### src/rtl/mem_arbiter2_pkg.sv
// mem_arbiter2_pkg: shared FSM state type and master ids for the two-master memory arbiter
package mem_arbiter2_pkg;

    typedef enum logic [1:0] {
        IDLE  = 2'd0,
        ISSUE = 2'd1,
        WAIT  = 2'd2,
        RESP  = 2'd3
    } state_t;

    localparam logic M0 = 1'b0;
    localparam logic M1 = 1'b1;

endpackage

### src/rtl/mem_arbiter2_arb_rr2.sv
// arb_rr2: two-way round-robin pick with a registered priority bit
module arb_rr2
    import mem_arbiter2_pkg::*;
(
    input  logic       clk,
    input  logic       resetn,
    input  logic [1:0] req,
    input  logic       grant_en,
    output logic       gnt_id
);

    logic prio;

    // a lone requester wins; on a tie the priority holder wins
    always_comb gnt_id = (&req) ? prio : req[1];

    // after each grant the loser holds priority for the next tie
    always_ff @(posedge clk or negedge resetn)
        if (!resetn)
            prio <= M0;
        else if (grant_en && |req)
            prio <= ~gnt_id;

endmodule

### src/rtl/mem_arbiter2.sv
// mem_arbiter2: serialises two masters onto one single-port synchronous memory
module mem_arbiter2
    import mem_arbiter2_pkg::*;
#(
    parameter int ADDR_W = 8,
    parameter int LAT    = 1
) (
    input  logic              clk,
    input  logic              resetn,
    input  logic              m0_valid,
    input  logic [ADDR_W-1:0] m0_addr,
    input  logic [31:0]       m0_wdata,
    input  logic [3:0]        m0_wmask,
    output logic              m0_ready,
    output logic [31:0]       m0_rdata,
    input  logic              m1_valid,
    input  logic [ADDR_W-1:0] m1_addr,
    input  logic [31:0]       m1_wdata,
    input  logic [3:0]        m1_wmask,
    output logic              m1_ready,
    output logic [31:0]       m1_rdata,
    output logic              s_en,
    output logic [ADDR_W-1:0] s_addr,
    output logic [31:0]       s_wdata,
    output logic [3:0]        s_wmask,
    input  logic [31:0]       s_rdata
);

    localparam logic [3:0] CNT_LOAD = 4'(LAT - 1);

    state_t            state, state_nx;
    logic              grant, gnt_id, id_q;
    logic [ADDR_W-1:0] addr_q;
    logic [31:0]       wdata_q, rdata_q;
    logic [3:0]        wmask_q, cnt;

    assign grant = (state == IDLE) && (m0_valid || m1_valid);

    arb_rr2 u_arb (
        .clk      (clk),
        .resetn   (resetn),
        .req      ({m1_valid, m0_valid}),
        .grant_en (grant),
        .gnt_id   (gnt_id)
    );

    assign s_addr   = addr_q;
    assign s_wdata  = wdata_q;
    assign s_wmask  = s_en ? wmask_q : 4'b0;
    assign m0_rdata = rdata_q;
    assign m1_rdata = rdata_q;

    // state register
    always_ff @(posedge clk or negedge resetn)
        if (!resetn)
            state <= IDLE;
        else
            state <= state_nx;

    // next state, memory strobe and completion pulses
    always_comb begin
        state_nx = state;
        s_en     = 1'b0;
        m0_ready = 1'b0;
        m1_ready = 1'b0;
        case (state)
            IDLE:  state_nx = grant ? ISSUE : IDLE;
            ISSUE: begin
                s_en     = 1'b1;
                state_nx = WAIT;
            end
            WAIT:  state_nx = (cnt == 4'd0) ? RESP : WAIT;
            RESP:  begin
                m0_ready = (id_q == M0);
                m1_ready = (id_q == M1);
                state_nx = IDLE;
            end
            default: state_nx = IDLE;
        endcase
    end

    // latch the winner and its payload at grant so later payload changes are ignored
    always_ff @(posedge clk or negedge resetn)
        if (!resetn) begin
            id_q    <= M0;
            addr_q  <= '0;
            wdata_q <= '0;
            wmask_q <= '0;
        end else if (grant) begin
            id_q    <= gnt_id;
            addr_q  <= (gnt_id == M1) ? m1_addr  : m0_addr;
            wdata_q <= (gnt_id == M1) ? m1_wdata : m0_wdata;
            wmask_q <= (gnt_id == M1) ? m1_wmask : m0_wmask;
        end

    // count out the memory latency and capture read data on the last wait cycle
    always_ff @(posedge clk or negedge resetn)
        if (!resetn) begin
            cnt     <= '0;
            rdata_q <= '0;
        end else begin
            if (state == ISSUE)
                cnt <= CNT_LOAD;
            else if (state == WAIT && cnt != 4'd0)
                cnt <= cnt - 4'd1;
            if (state == WAIT && cnt == 4'd0 && wmask_q == 4'b0)
                rdata_q <= s_rdata;
        end

endmodule

### config.mk
export PLATFORM = sky130hd
export DESIGN_NAME = mem_arbiter2
export DESIGN_NICKNAME = d
export VERILOG_FILES = /design/src/rtl/mem_arbiter2_pkg.sv /design/src/rtl/mem_arbiter2_arb_rr2.sv /design/src/rtl/mem_arbiter2.sv
export SDC_FILE = /design/constraint.sdc
export NUM_CORES = 1
export LEC_CHECK = 0
export ABC_AREA = 1
export BUFFER_PORTS_ARGS = -buffer_cell sky130_fd_sc_hd__buf_2
export CAP_MARGIN = 20
export CORE_MARGIN = 1
export CORE_UTILIZATION = 44
export CTS_CLUSTER_SIZE = 24
export DETAILED_ROUTE_END_ITERATION = 6
export PLACE_DENSITY = 0.88
export SLEW_MARGIN = 5
export SYNTH_ARGS = -nofsm -noshare
export SYNTH_HDL_FRONTEND = slang
export SYNTH_SLANG_ARGS = --single-unit
### constraint.sdc
create_clock -name clk -period 1.8 [get_ports clk]
set_input_delay 0.09 -clock clk [delete_from_list [all_inputs] [get_ports clk]]
set_output_delay 0.09 -clock clk [all_outputs]
set_load 0.03 [all_outputs]
## Word level (Yosys, flattened, before mapping)

Index checks and enable logic that the tools add are counted.

- Bitwise gates (word level): 2
- Shifts and indexed selects: 0
- Reductions and logical operators: 13
- Muxes and demuxes: 13
- Equality and inequality tests: 3
- Multipliers: 0
- Div/mod/pow operators: 0
- $lt $le $gt $ge: 0
- Add/subtract/negate cells: 1

Operators by type and width:

| operator | number |
|---|---|
| two-way mux 32 bit | 1 |
| two-way mux 4 bit | 4 |
| zero test 4 bit | 2 |
| two-way mux 8 bit | 1 |
| case mux 2 bit (4 select lines) | 1 |
| two-way mux 1 bit | 6 |
| logical AND 1 bit | 5 |
| == test 2 bit, second input constant | 2 |
| nonzero test 4 bit | 1 |
| subtractor 4 x 1 -> 4 bit, second input constant | 1 |
| == test 2 x 1 -> 1 bit, second input constant | 1 |
| zero test 2 bit | 1 |
| NOT 1 bit | 2 |
| AND reduction 2 bit | 1 |
| nonzero test 2 bit | 1 |
| OR reduction 2 bit | 1 |
| logical OR 1 bit | 1 |

- Word-level logic and storage cells: 40
- Bits in read-only memories: 0
- Memories: 0
- Memory bits (writable): 0
- Bits of input ports: 124
- Output and inout port bits: 111
- Flip-flop bits (word level): 84
- Bits in latches: 0

## Depth between registers and ports, before layout

Gate-level depths: netlist of run 1.

- Depth after elaboration: 4
- Gate-level depth with buffers: 8
- Gate-level depth less buffers: 8

## Hierarchy

Synthesis of run 1 repeated with hierarchy kept, for this count alone.

- Cells, all modules: 480
- Area total of the unflattened synthesis: 4127.7 µm²

Modules (own cells, without submodules):

| module | times used | cells each | sequential area each (µm²) | area each (µm²) |
|---|---|---|---|---|
| mem_arbiter2 | 1 | 473 | 2077.0 | 4075.2 |
| arb_rr2 | 1 | 7 | 25.0 | 52.6 |

## Worst setup path before layout of run 1

No wires, ideal clock.

- Path kind: reg2reg
- From: reg state[1]
- To: reg cnt[3]
- Data required time: 1.682 ns
- Arrival time: 1.273 ns
- Stages on the path, launching flop included: 8
- Period minus slack after synthesis: 1.391 ns
- Library setup time: 0.118 ns
- Buffers on the path: 0
- Path slack: 0.409 ns
- Path through: dfrtp_1 > inv_1 > ha_1 > inv_1 > nand2_1 > inv_1 > nand2_1 > nand2_1

- Longest elaborated chain between the ends: 3
- Elaborated cells on any way between the ends: 5
- Those cells by class: eq/ne: 2; mux: 1; reduce/logical: 2

RTL lines:

| what | line | RTL |
|---|---|---|
| from (decl) | mem_arbiter2.sv:31 | `state_t state, state_nx;` |
| from (signal assigned) | mem_arbiter2.sv:58 | `state <= state_nx;` |
| == test 2 bit | mem_arbiter2.sv:104 | `else if (state == WAIT && cnt != 4'd0)` |
| logical AND 1 bit | mem_arbiter2.sv:104 |  |
| nonzero test 2 bit (no line) | n/a |  |
| to (signal assigned) | mem_arbiter2.sv:105 | `cnt <= cnt - 4'd1;` |
| to (decl) | mem_arbiter2.sv:35 | `logic [3:0] wmask_q, cnt;` |

Parallel ways exist; a longest one is shown, timed or not.
A chain may end at the register's enable or synchronous reset.

## Worst setup path after layout of run 1

- From: reg state[0]
- To: reg wdata_q[28], in the netlist s_wdata[28]

- Longest elaborated chain between the ends: 2

RTL lines:

| what | line | RTL |
|---|---|---|
| zero test 2 bit | mem_arbiter2.sv:37 | `assign grant = (state == IDLE) && (m0_valid \|\| m1_valid);` |
| logical AND 1 bit | mem_arbiter2.sv:37 |  |
| to (signal assigned) | mem_arbiter2.sv:92 | `wdata_q <= (gnt_id == M1) ? m1_wdata : m0_wdata;` |
| to (decl) | mem_arbiter2.sv:34 | `logic [31:0] wdata_q, rdata_q;` |

No other way between the ends.

==> flow_metrics.env, run 1 <==
export IMPL_crit_slowest_cell="dfrtp_1"
export IMPL_worst_pin_slew_ps=476.3
export IMPL_first_pass_iters=7
export IMPL_finalPower_uw=11830
export IMPL_endpoint_kind="register"
export IMPL_netSwitchingFraction=0.5119
export IMPL_grt_pass1_wl_mm=24.12
export IMPL_max_stage_delay_ps=410
export IMPL_synth_cells=475
export IMPL_fp_dieArea_sq_mm=0.009439
export IMPL_synth_seq_area_share=0.5276
export IMPL_initial_utilization=0.4546
export IMPL_dr_wl_met3_mm=1.641
export IMPL_worstSkewPairLatency_ps=360
export IMPL_rsz0062_at_grt="no"
export IMPL_hold_viol_final=0
export IMPL_period_share=0.9260
export IMPL_cts_buffers_inserted=9
export IMPL_via_per_inst=5.278
export IMPL_clk_pin_slew_ps=90
export IMPL_cp_data_arrival_time_ps=1950
export IMPL_startpoint_type="register"
export IMPL_intPower_uw=5776
export IMPL_stdcell_count=908
export IMPL_finalClockSkew_ps=14.79
export IMPL_final_common_cell="buf_2"
export IMPL_path_buf_inv=2
export IMPL_cts_buffer_depth=2
export IMPL_critical_path_top_delay_family="simple AND/OR/NAND/NOR gates"
export IMPL_clkPwrFrac=0.149
export IMPL_drive_gt1_frac=0.3313
export IMPL_via_count=4792
export IMPL_power_switching_uw=6058
export IMPL_drt_drc_violations_left=12
export IMPL_fp_row_count=34
export IMPL_diodes=0
export IMPL_die_w_um=97.16
export IMPL_peakVddDrop_mv=1.066
export IMPL_reg2reg_slack_ps=130
export IMPL_grt_pass1_vias=4949
export IMPL_p_leak_uw=0.003342
export IMPL_postSynthAreaPerCell_sq_um=8.387
export IMPL_cts_tree="yes"
export IMPL_dp_cells=771
export IMPL_antenna_found_initial=0
export IMPL_clock_fmax_ghz=0.6000
export IMPL_hold_path_cell_count=3
export IMPL_cts_setup_buffers=0
export IMPL_topRoutingLayerUsed="met4"
export IMPL_crit_type="register to register"
export IMPL_final_cell_mix="233 x buf_2, 215 x nand2_1, 121 x dlygate4sd3_1, 84 x dfrtp_1, 47 x nand3_1"
export IMPL_drt_wirelength_per_cell_um=16.87
export IMPL_coreArea_sq_mm=0.008763
export IMPL_pwr_share_seq=0.296
export IMPL_drv_slew=0
export IMPL_grt_ovfl_total=0
export IMPL_dr_wl_met2_mm=7.465
export IMPL_gp_congestion=0.7753
export IMPL_grt_util_all_layers=0.3290
export IMPL_worstReg2RegStart="state[0]"
export IMPL_post_dp_hpwl_mm=7.784
export IMPL_htreeDepth=3
export IMPL_relSlewSlack=0.6825
export IMPL_syn2layout_area_growth_pct=63.13
export IMPL_cp_max_fo=38
export IMPL_ys_types=20
export IMPL_outcome="finished, violations left"
export IMPL_syn_nets=605
export IMPL_power_frac_comb=0.555
export IMPL_power_density_mw_per_mm2=1821
export IMPL_wirelength_met1_mm=5.200
export IMPL_die_h_um=97.16
export IMPL_worstHoldStart="m1_valid"
export IMPL_worstPathCellList="inv_1 > ha_1 > o21ai_4 > nor2_8 > buf_12 > nand2_1 > nand3_1"
export IMPL_setup_violations=0
export IMPL_hold_class="primary input to register"
export IMPL_fin_crit_ps=1667
export IMPL_cap_viol_max_count=0
export IMPL_setup_tns_ps=0
export IMPL_rr_endpoint="s_wdata[28]"
export IMPL_synth_seq_cells=84
export IMPL_violations="DRC"
export IMPL_synth_warning_count=0
export IMPL_drtIter0Drc=283
export IMPL_r2r_cells=7
export IMPL_fin_nets=925
export IMPL_crit_required_ps=2080
export IMPL_ios=235
export IMPL_cts_num_sinks=84
export IMPL_whs_endpoint="id_q"
export IMPL_clockRootBuffer="clkbuf_8"
export IMPL_grt_max_degree=50
export IMPL_port_buffers=234
export IMPL_ant_nets=0
export IMPL_syn_area_sq_mm=0.003984
export IMPL_wl_mm=15.31
-- timing repair --
action,in CTS,in global routing
hold buffers,121,0
resized for setup,0,1
endpoints found under the hold margin,111,0
setup endpoints to repair,0,8
-- Yosys cell counts --
cell type | n | share of area
nand3_1 | 47 | 0.059
o21ai_4 | 1 | 0.0041
xor2_1 | 1 | 0.0022
ha_1 | 6 | 0.019
nor2_4 | 3 | 0.0085
inv_2 | 1 | 0.00094
inv_1 | 16 | 0.015
clkbuf_1 | 6 | 0.0057
buf_6 | 4 | 0.011
a21oi_1 | 1 | 0.0013
nand2_1 | 215 | 0.20
buf_2 | 6 | 0.0075
nand4_1 | 1 | 0.0016
nand3_4 | 1 | 0.0044
nor2_1 | 5 | 0.0047
nor2_8 | 1 | 0.0050
dfrtp_1 | 84 | 0.53
buf_4 | 38 | 0.072
nand2_2 | 1 | 0.0016
o21ai_0 | 37 | 0.046
-- power by group through the flow --
stage          logic (uW)  clock network, uW  registers, uW
2_1_floorplan        3160                  0           4950
4_1_cts              6310               1790           3410
3_3_place_gp         5940                  0           3390
5_1_grt              6960               1870           3590
3_5_place_dp         6100                  0           3440
6_report             6570               1760           3510
-- routing by layer --
layer | vias up | GRT usage
met4 | 0 | 0.2342
met5 | - | 0
met3 | 106 | 0.09712
met2 | 408 | 0.5493
li1 | 2095 | -
met1 | 2183 | 0.3566
-- cell families after synthesis --
| group | Yosys count | synth area share |
|---|---|---|
| AO/OA/AOI/OAI | 39 | 0.05182 |
| XOR/XNOR | 1 | 0.002199 |
| adder cells (fa/ha/maj) | 6 | 0.01884 |
| buffers and inverters | 71 | 0.1121 |
| flip-flops | 84 | 0.5276 |
| AND/OR/NAND/NOR | 274 | 0.2874 |
-- worst reg2reg max path, stage by stage (launching register included) --
cell and delay, ps:
dfrtp_1 410, inv_1 100, ha_1 240, o21ai_4 160, nor2_8 200, buf_12 220, nand2_1 140, nand3_1 130
-- how the worst max path moves through the flow --
stage          startpoint           to  cells after the start
5_1_grt          state[0]  s_wdata[28]                      7
4_1_cts          state[0]   u_arb.prio                      5
3_5_place_dp     state[0]   u_arb.prio                      5
6_report         state[0]  s_wdata[28]                      7
3_3_place_gp     state[0]   u_arb.prio                      5
2_1_floorplan    state[1]       cnt[3]                      7
-- registers in the layout, indices dropped and copies added, names as in the netlist --
signal / count
id_q: 1
wmask_q: 4
state: 2
m0_rdata: 32
u_arb.prio: 1
s_addr: 8
cnt: 4
s_wdata: 32
-- cell type report --
| class | instances | area [sq um] |
|---|---|---|
| sequential | 84 | 2102 |
| fill | 537 | 2265 |
| clock buffer | 10 | 127.6 |
| tap | 108 | 135.1 |
| clock inverter | 6 | 136.4 |
| inverter | 17 | 63.81 |
| timing repair buffer | 363 | 2499 |
| multi-input combinational | 320 | 1435 |
-- per-stage QoR --
| step | setup WS, ps | hold slack (ps) | area (sq um) | util |
|---|---|---|---|---|
| after detailed placement | 179.2 | 86.72 | 5020 | 0.5728 |
| final | 133.3 | 105.4 | 6499 | 0.7416 |
| after floorplan | 408.8 | -205.6 | 3984 | - |
| after global placement | 263.1 | 76.96 | 5020 | 0.5728 |
| after CTS | 143.5 | 77.07 | 6495 | 0.7411 |
| after global routing | 62.04 | 117.1 | 6499 | 0.7416 |
No activity file was read; power rests on OpenSTA's default activity.
==> run 2: changes to the inputs <==
--- a/config.mk
+++ b/config.mk
@@ -12,8 +12,9 @@
 export CORE_UTILIZATION = 44
 export CTS_CLUSTER_SIZE = 24
 export DETAILED_ROUTE_END_ITERATION = 6
-export PLACE_DENSITY = 0.88
+export PLACE_DENSITY = 0.87
 export SLEW_MARGIN = 5
 export SYNTH_ARGS = -nofsm -noshare
 export SYNTH_HDL_FRONTEND = slang
+export SYNTH_HIERARCHICAL = 1
 export SYNTH_SLANG_ARGS = --single-unit
==> flow_metrics.env, run 2 <==
export IMPL_die_w_um=98.86
export IMPL_grt_ovfl_total=0
export IMPL_via_count=4071
export IMPL_synth_cells=480
export IMPL_drt_wirelength_per_cell_um=14.03
export IMPL_worstHoldStart="m0_wdata[20]"
export IMPL_outcome="finished, final reports clean"
export IMPL_coreArea_sq_mm=0.008891
export IMPL_synth_seq_area_share=0.5092
export IMPL_cap_viol_max_count=0
export IMPL_syn2layout_area_growth_pct=39.47
export IMPL_stdcell_count=822
export IMPL_syn_area_sq_mm=0.004128
export IMPL_grt_pass1_wl_mm=18.59
export IMPL_cts_buffers_inserted=9
export IMPL_final_cell_mix="233 x buf_2, 115 x nand2_1, 93 x nor2_1, 84 x dfrtp_1, 44 x o31ai_1"
export IMPL_drt_drc_violations_left=0
export IMPL_fillers=682
export IMPL_synth_area_top_cells="dfrtp_1 51%, nand2_1 10%, nor2_1 8.5%"
export IMPL_synth_common_cells="115 x nand2_1, 93 x nor2_1, 84 x dfrtp_1"
export IMPL_setup_tns_ps=0
export IMPL_grt_max_degree=49
export IMPL_rr_endpoint="m0_rdata[24]"
export IMPL_synth_top_area_frac=0.5092
export IMPL_syn_nets=610
export IMPL_fp_row_count=34
export IMPL_worstReg2RegStart="cnt[0]"
export IMPL_startpoint_type="register"
export IMPL_grt_util_all_layers=0.2417
export IMPL_via_per_inst=4.953
export IMPL_endpoint_kind="primary output"
export IMPL_synth_seq_cells=84
export IMPL_first_pass_iters=4
export IMPL_cts_buffer_depth=2
export IMPL_crit_type="register to primary output"
export IMPL_fin_util=0.6475
export IMPL_post_synth_top_count_cell="nand2_1"
export IMPL_reg2reg_slack_ps=250
export IMPL_grt_pass1_vias=3991
export IMPL_worstSkewPairLatency_ps=350
export IMPL_ios=235
export IMPL_hold_path_cell_count=3
export IMPL_yosysTopAreaCell="dfrtp_1"
export IMPL_initial_utilization=0.4643
export IMPL_postSynthAreaPerCell_sq_um=8.599
export IMPL_cp_data_arrival_time_ps=1500
export IMPL_cts_num_sinks=84
export IMPL_ant_nets=0
export IMPL_port_buffers=234
export IMPL_synth_ff_type="dfrtp_1"
export IMPL_post_dp_hpwl_mm=8.181
export IMPL_async_reset_ff_frac=1.000
export IMPL_fp_dieArea_sq_mm=0.009772
export IMPL_clk_pin_slew_ps=90
export IMPL_cts_tree="yes"
export IMPL_clock_fmax_ghz=0.6295
export IMPL_whs_endpoint="s_wdata[20]"
export IMPL_drtIter0Drc=103
export IMPL_worst_pin_slew_ps=548.6
export IMPL_p_leak_uw=0.003120
export IMPL_synth_edff_count=0
export IMPL_ctsResizeCount=0
export IMPL_die_h_um=98.86
export IMPL_crit_required_ps=1710
export IMPL_dp_cells=770
export IMPL_drv_slew=0
export IMPL_cp_max_fo=7
export IMPL_hold_viol_final=0
export IMPL_r2r_cells=7
export IMPL_drive_gt1_frac=0.3866
export IMPL_relSlewSlack=0.6342
export IMPL_fin_nets=839
export IMPL_clockRootBuffer="clkbuf_8"
export IMPL_peakVddDrop_mv=1.265
export IMPL_gp_congestion=0.8440
export IMPL_fin_crit_ps=1589
export IMPL_power_density_mw_per_mm2=1975
export IMPL_finalClockSkew_ps=11.41
export IMPL_diodes=0
export IMPL_ys_types=24
export IMPL_hold_class="primary input to register"
export IMPL_synth_warning_count=6
export IMPL_htreeDepth=3
export IMPL_setup_violations=0
export IMPL_antenna_found_initial=0
export IMPL_wl_mm=11.53
export IMPL_final_common_cell="buf_2"
export IMPL_rsz0062_at_grt="no"
export IMPL_period_share=0.8825
## run 2: changes by cell type after synthesis, moves of 3 or more
cell,delta
buf_2,+8
clkbuf_2,+3
nand2_1,-100
nand2_2,+12
nand3_1,-43
nor2_1,+88
o31ai_1,+44
## run 2: worst max-delay path: stages, from the launching register on
cell     delay, ps
dfrtp_1        410
inv_1           90
ha_1           320
nand2_1         80
inv_1           60
buf_2          190
## run 2: how the worst max path moves through the flow
stage             start            to  slack, ps
4_1_cts          cnt[0]  m0_rdata[24]        150
6_report       state[1]    s_wmask[2]        210
5_1_grt          cnt[0]  m0_rdata[29]         90
3_5_place_dp     cnt[0]  m0_rdata[24]        160
3_3_place_gp     cnt[0]   m0_rdata[5]        290
2_1_floorplan  state[1]        cnt[3]        410
## run 2: cell families after synthesis
family          count (synthesis)  share of synthesized area
flops                          84                     0.5092
xor+xnor                        1                   0.002122
compound gates                 83                     0.1279
buf+inv                        77                     0.1155
simple gates                  229                     0.2270
fa+ha+maj                       6                    0.01819
## run 2: layout make-up
type / instances / area, sq um / area share
clock buffer: 12 / 145.1 / 0.02521
clock inverter: 4 / 72.57 / 0.01261
inverter: 17 / 63.81 / 0.01108
multi-input combinational: 319 / 1572 / 0.2730
sequential: 84 / 2102 / 0.3651
tap: 108 / 135.1 / 0.02347
timing repair buffer: 278 / 1667 / 0.2895
## run 2: per-layer routing
metal  track usage  vias up  wire length (um)
met5             0        -                 0
met4       0.07003        0               153
met3       0.04610       15               810
met2        0.4642      197              6125
met1        0.2689     1882              4442
li1              -     1977                 -
## run 2: power by group
part | switching [uW] | leakage [uW] | internal [uW]
Sequential | 648 | 0.00102 | 2850
Clock | 667 | 0.000107 | 819
Combinational | 4540 | 0.00200 | 1840
## run 2: what timing repair did
item                       4_1_cts  5_1_grt
setup buffers                    0        1
hold endpoints to repair        74        0
setup endpoints to repair        0        2
hold buffers                    35        0
## run 2: per-stage QoR
| stage | area (sq um) | hold WS (ps) | power [uW] | worst slack, ps |
|---|---|---|---|---|
| 2_1_floorplan | 4128 | -205.6 | 8292 | 408.8 |
| 3_3_place_gp | 5181 | 97.72 | 9627 | 287.3 |
| 3_5_place_dp | 5181 | 116.1 | 9833 | 164.6 |
| 4_1_cts | 5749 | 3.679 | 11390 | 151.7 |
| 5_1_grt | 5757 | 9.814 | 12090 | 88.04 |
| 6_report | 5757 | 12.65 | 11370 | 211.5 |
==> run 3: changes to the inputs <==
--- a/config.mk
+++ b/config.mk
@@ -8,6 +8,7 @@
 export ABC_AREA = 1
 export BUFFER_PORTS_ARGS = -buffer_cell sky130_fd_sc_hd__buf_2
 export CAP_MARGIN = 20
+export CORE_ASPECT_RATIO = 1.75
 export CORE_MARGIN = 1
 export CORE_UTILIZATION = 44
 export CTS_CLUSTER_SIZE = 24
==> flow_metrics.env, run 3 (synthesis gave the netlist of run 2 again) <==
export IMPL_syn2layout_area_growth_pct=41.62
export IMPL_clk_pin_slew_ps=60
export IMPL_final_common_cell="buf_2"
export IMPL_drv_slew=0
export IMPL_htreeDepth=3
export IMPL_cts_buffer_depth=2
export IMPL_port_buffers=234
export IMPL_via_count=4240
export IMPL_worstPathCellList="inv_1 > ha_1 > nand3_4 > nor2_8 > nand2_1 > nand2_1"
export IMPL_crit_required_ps=2060
export IMPL_grt_ovfl_total=0
export IMPL_fp_row_count=46
export IMPL_wl_mm=12.40
export IMPL_max_stage_delay_ps=420
export IMPL_setup_tns_ps=0
export IMPL_grt_util_all_layers=0.2464
export IMPL_drt_drc_violations_left=0
export IMPL_cts_buffers_inserted=9
export IMPL_final_cell_mix="233 x buf_2, 115 x nand2_1, 93 x nor2_1, 84 x dfrtp_1, 44 x o31ai_1"
export IMPL_clockRootBuffer="clkbuf_16"
export IMPL_via_per_inst=5.090
export IMPL_critPathMostFrequentCell="nand2_1"
export IMPL_crit_slowest_cell="nor2_8"
export IMPL_worstSkewPairLatency_ps=320
export IMPL_fillers=710
export IMPL_grt_pass1_wl_mm=18.37
export IMPL_endpoint_kind="register"
export IMPL_clock_fmax_ghz=0.6027
export IMPL_whs_ps=46.16
export IMPL_power_switching_uw=6008
export IMPL_finalClockSkew_ps=4.605
export IMPL_crit_type="register to register"
export IMPL_die_h_um=130.1
export IMPL_cts_setup_buffers=0
export IMPL_cts_num_sinks=84
export IMPL_post_dp_hpwl_mm=8.163
export IMPL_p_leak_uw=0.003164
export IMPL_power_density_mw_per_mm2=2057
export IMPL_diodes=0
export IMPL_pwr_share_seq=0.291
export IMPL_first_pass_iters=5
export IMPL_clkPwrFrac=0.173
export IMPL_coreArea_sq_mm=0.009094
export IMPL_period_share=0.9218
export IMPL_cp_max_fo=32
export IMPL_fin_crit_ps=1659
export IMPL_fin_area_sq_mm=0.005846
export IMPL_cp_data_arrival_time_ps=1920
export IMPL_peakVddDrop_mv=1.157
export IMPL_drive_gt1_frac=0.3899
export IMPL_grt_max_degree=34
export IMPL_startpoint_type="register"
export IMPL_power_frac_comb=0.536
export IMPL_relSlewSlack=0.4716
export IMPL_grt_pass1_vias=4118
export IMPL_place_area_sq_mm=0.005174
export IMPL_netSwitchingFraction=0.4996
export IMPL_cap_viol_max_count=0
export IMPL_antenna_found_initial=1
export IMPL_critical_path_top_delay_family="simple AND/OR/NAND/NOR gates"
export IMPL_outcome="finished, final reports clean"
export IMPL_rsz0062_at_grt="no"
export IMPL_gp_congestion=0.7841
export IMPL_initial_utilization=0.4539
export IMPL_path_buf_inv=1
export IMPL_finalPower_uw=12020
export IMPL_intPower_uw=6017
export IMPL_ios=235
export IMPL_ant_nets=0
export IMPL_fin_nets=838
export IMPL_worst_pin_slew_ps=789.6
export IMPL_cts_tree="yes"
export IMPL_die_w_um=75.22
export IMPL_setup_violations=0
export IMPL_hold_viol_final=0
export IMPL_drtIter0Drc=194
export IMPL_hold_class="primary input to register"
export IMPL_reg2reg_slack_ps=140
export IMPL_fp_dieArea_sq_mm=0.009788
export IMPL_fin_util=0.6428
export IMPL_drt_wirelength_per_cell_um=14.88
[run 3: worst min-delay path, cell delays in order]
cell and delay (ps):
buf_2 90, nor2_1 70, o31ai_1 70
[run 3: path summary, 6_finish.rpt]
kind | from | cells past startpoint | endpoint
worst max register to register | cnt[0] | 6 | m0_rdata[9]
worst min-delay path | m0_wdata[14] | 3 | s_wdata[14]
max in group asynchronous | resetn | 3 | s_addr[3]
min in group asynchronous | resetn | 2 | m0_rdata[31]
worst min register to register | s_wdata[31] | 2 | s_wdata[31]
worst max-delay path | cnt[0] | 6 | m0_rdata[9]
[run 3: stage by stage]
step / cells / setup WS [ps]
final: 833 / 140.8
after detailed placement: 784 / 191.5
after global placement: 784 / 292.6
after floorplan: 480 / 408.8
after global routing: 833 / 36.27
after CTS: 833 / 172.6
[run 3: power by group through the flow]
stage	Combinational, uW	Sequential (uW)	Clock, uW
floorplan	3250	5040	0
global placement	6120	3440	0
detailed placement	6300	3480	0
CTS	6360	3460	2130
global route	6970	3620	2200
finish	6450	3500	2080
[run 3: layer usage]
layer	GRT usage	wire, um	vias up
li1	-	-	1977
met1	0.2441	4473	1971
met2	0.4610	6605	244
met3	0.05097	836	46
met4	0.1340	473	2
met5	0	10	-
[run 3: timing repair]
action	4_1_cts	5_1_grt
hold endpoints to repair	61	0
resized for setup	0	0
endpoints found under the setup margin	0	0
hold buffers	33	0
[run 3: area by class of cell]
class	count	area, sq um	share of cell area
inverters	17	63.81	0.01092
clock buffers	10	229.0	0.03917
repair buffers	277	1617	0.2765
flip-flops and latches	84	2102	0.3596
well taps	120	150.1	0.02568
multi-input cells	319	1572	0.2688
clock inverters	6	112.6	0.01926
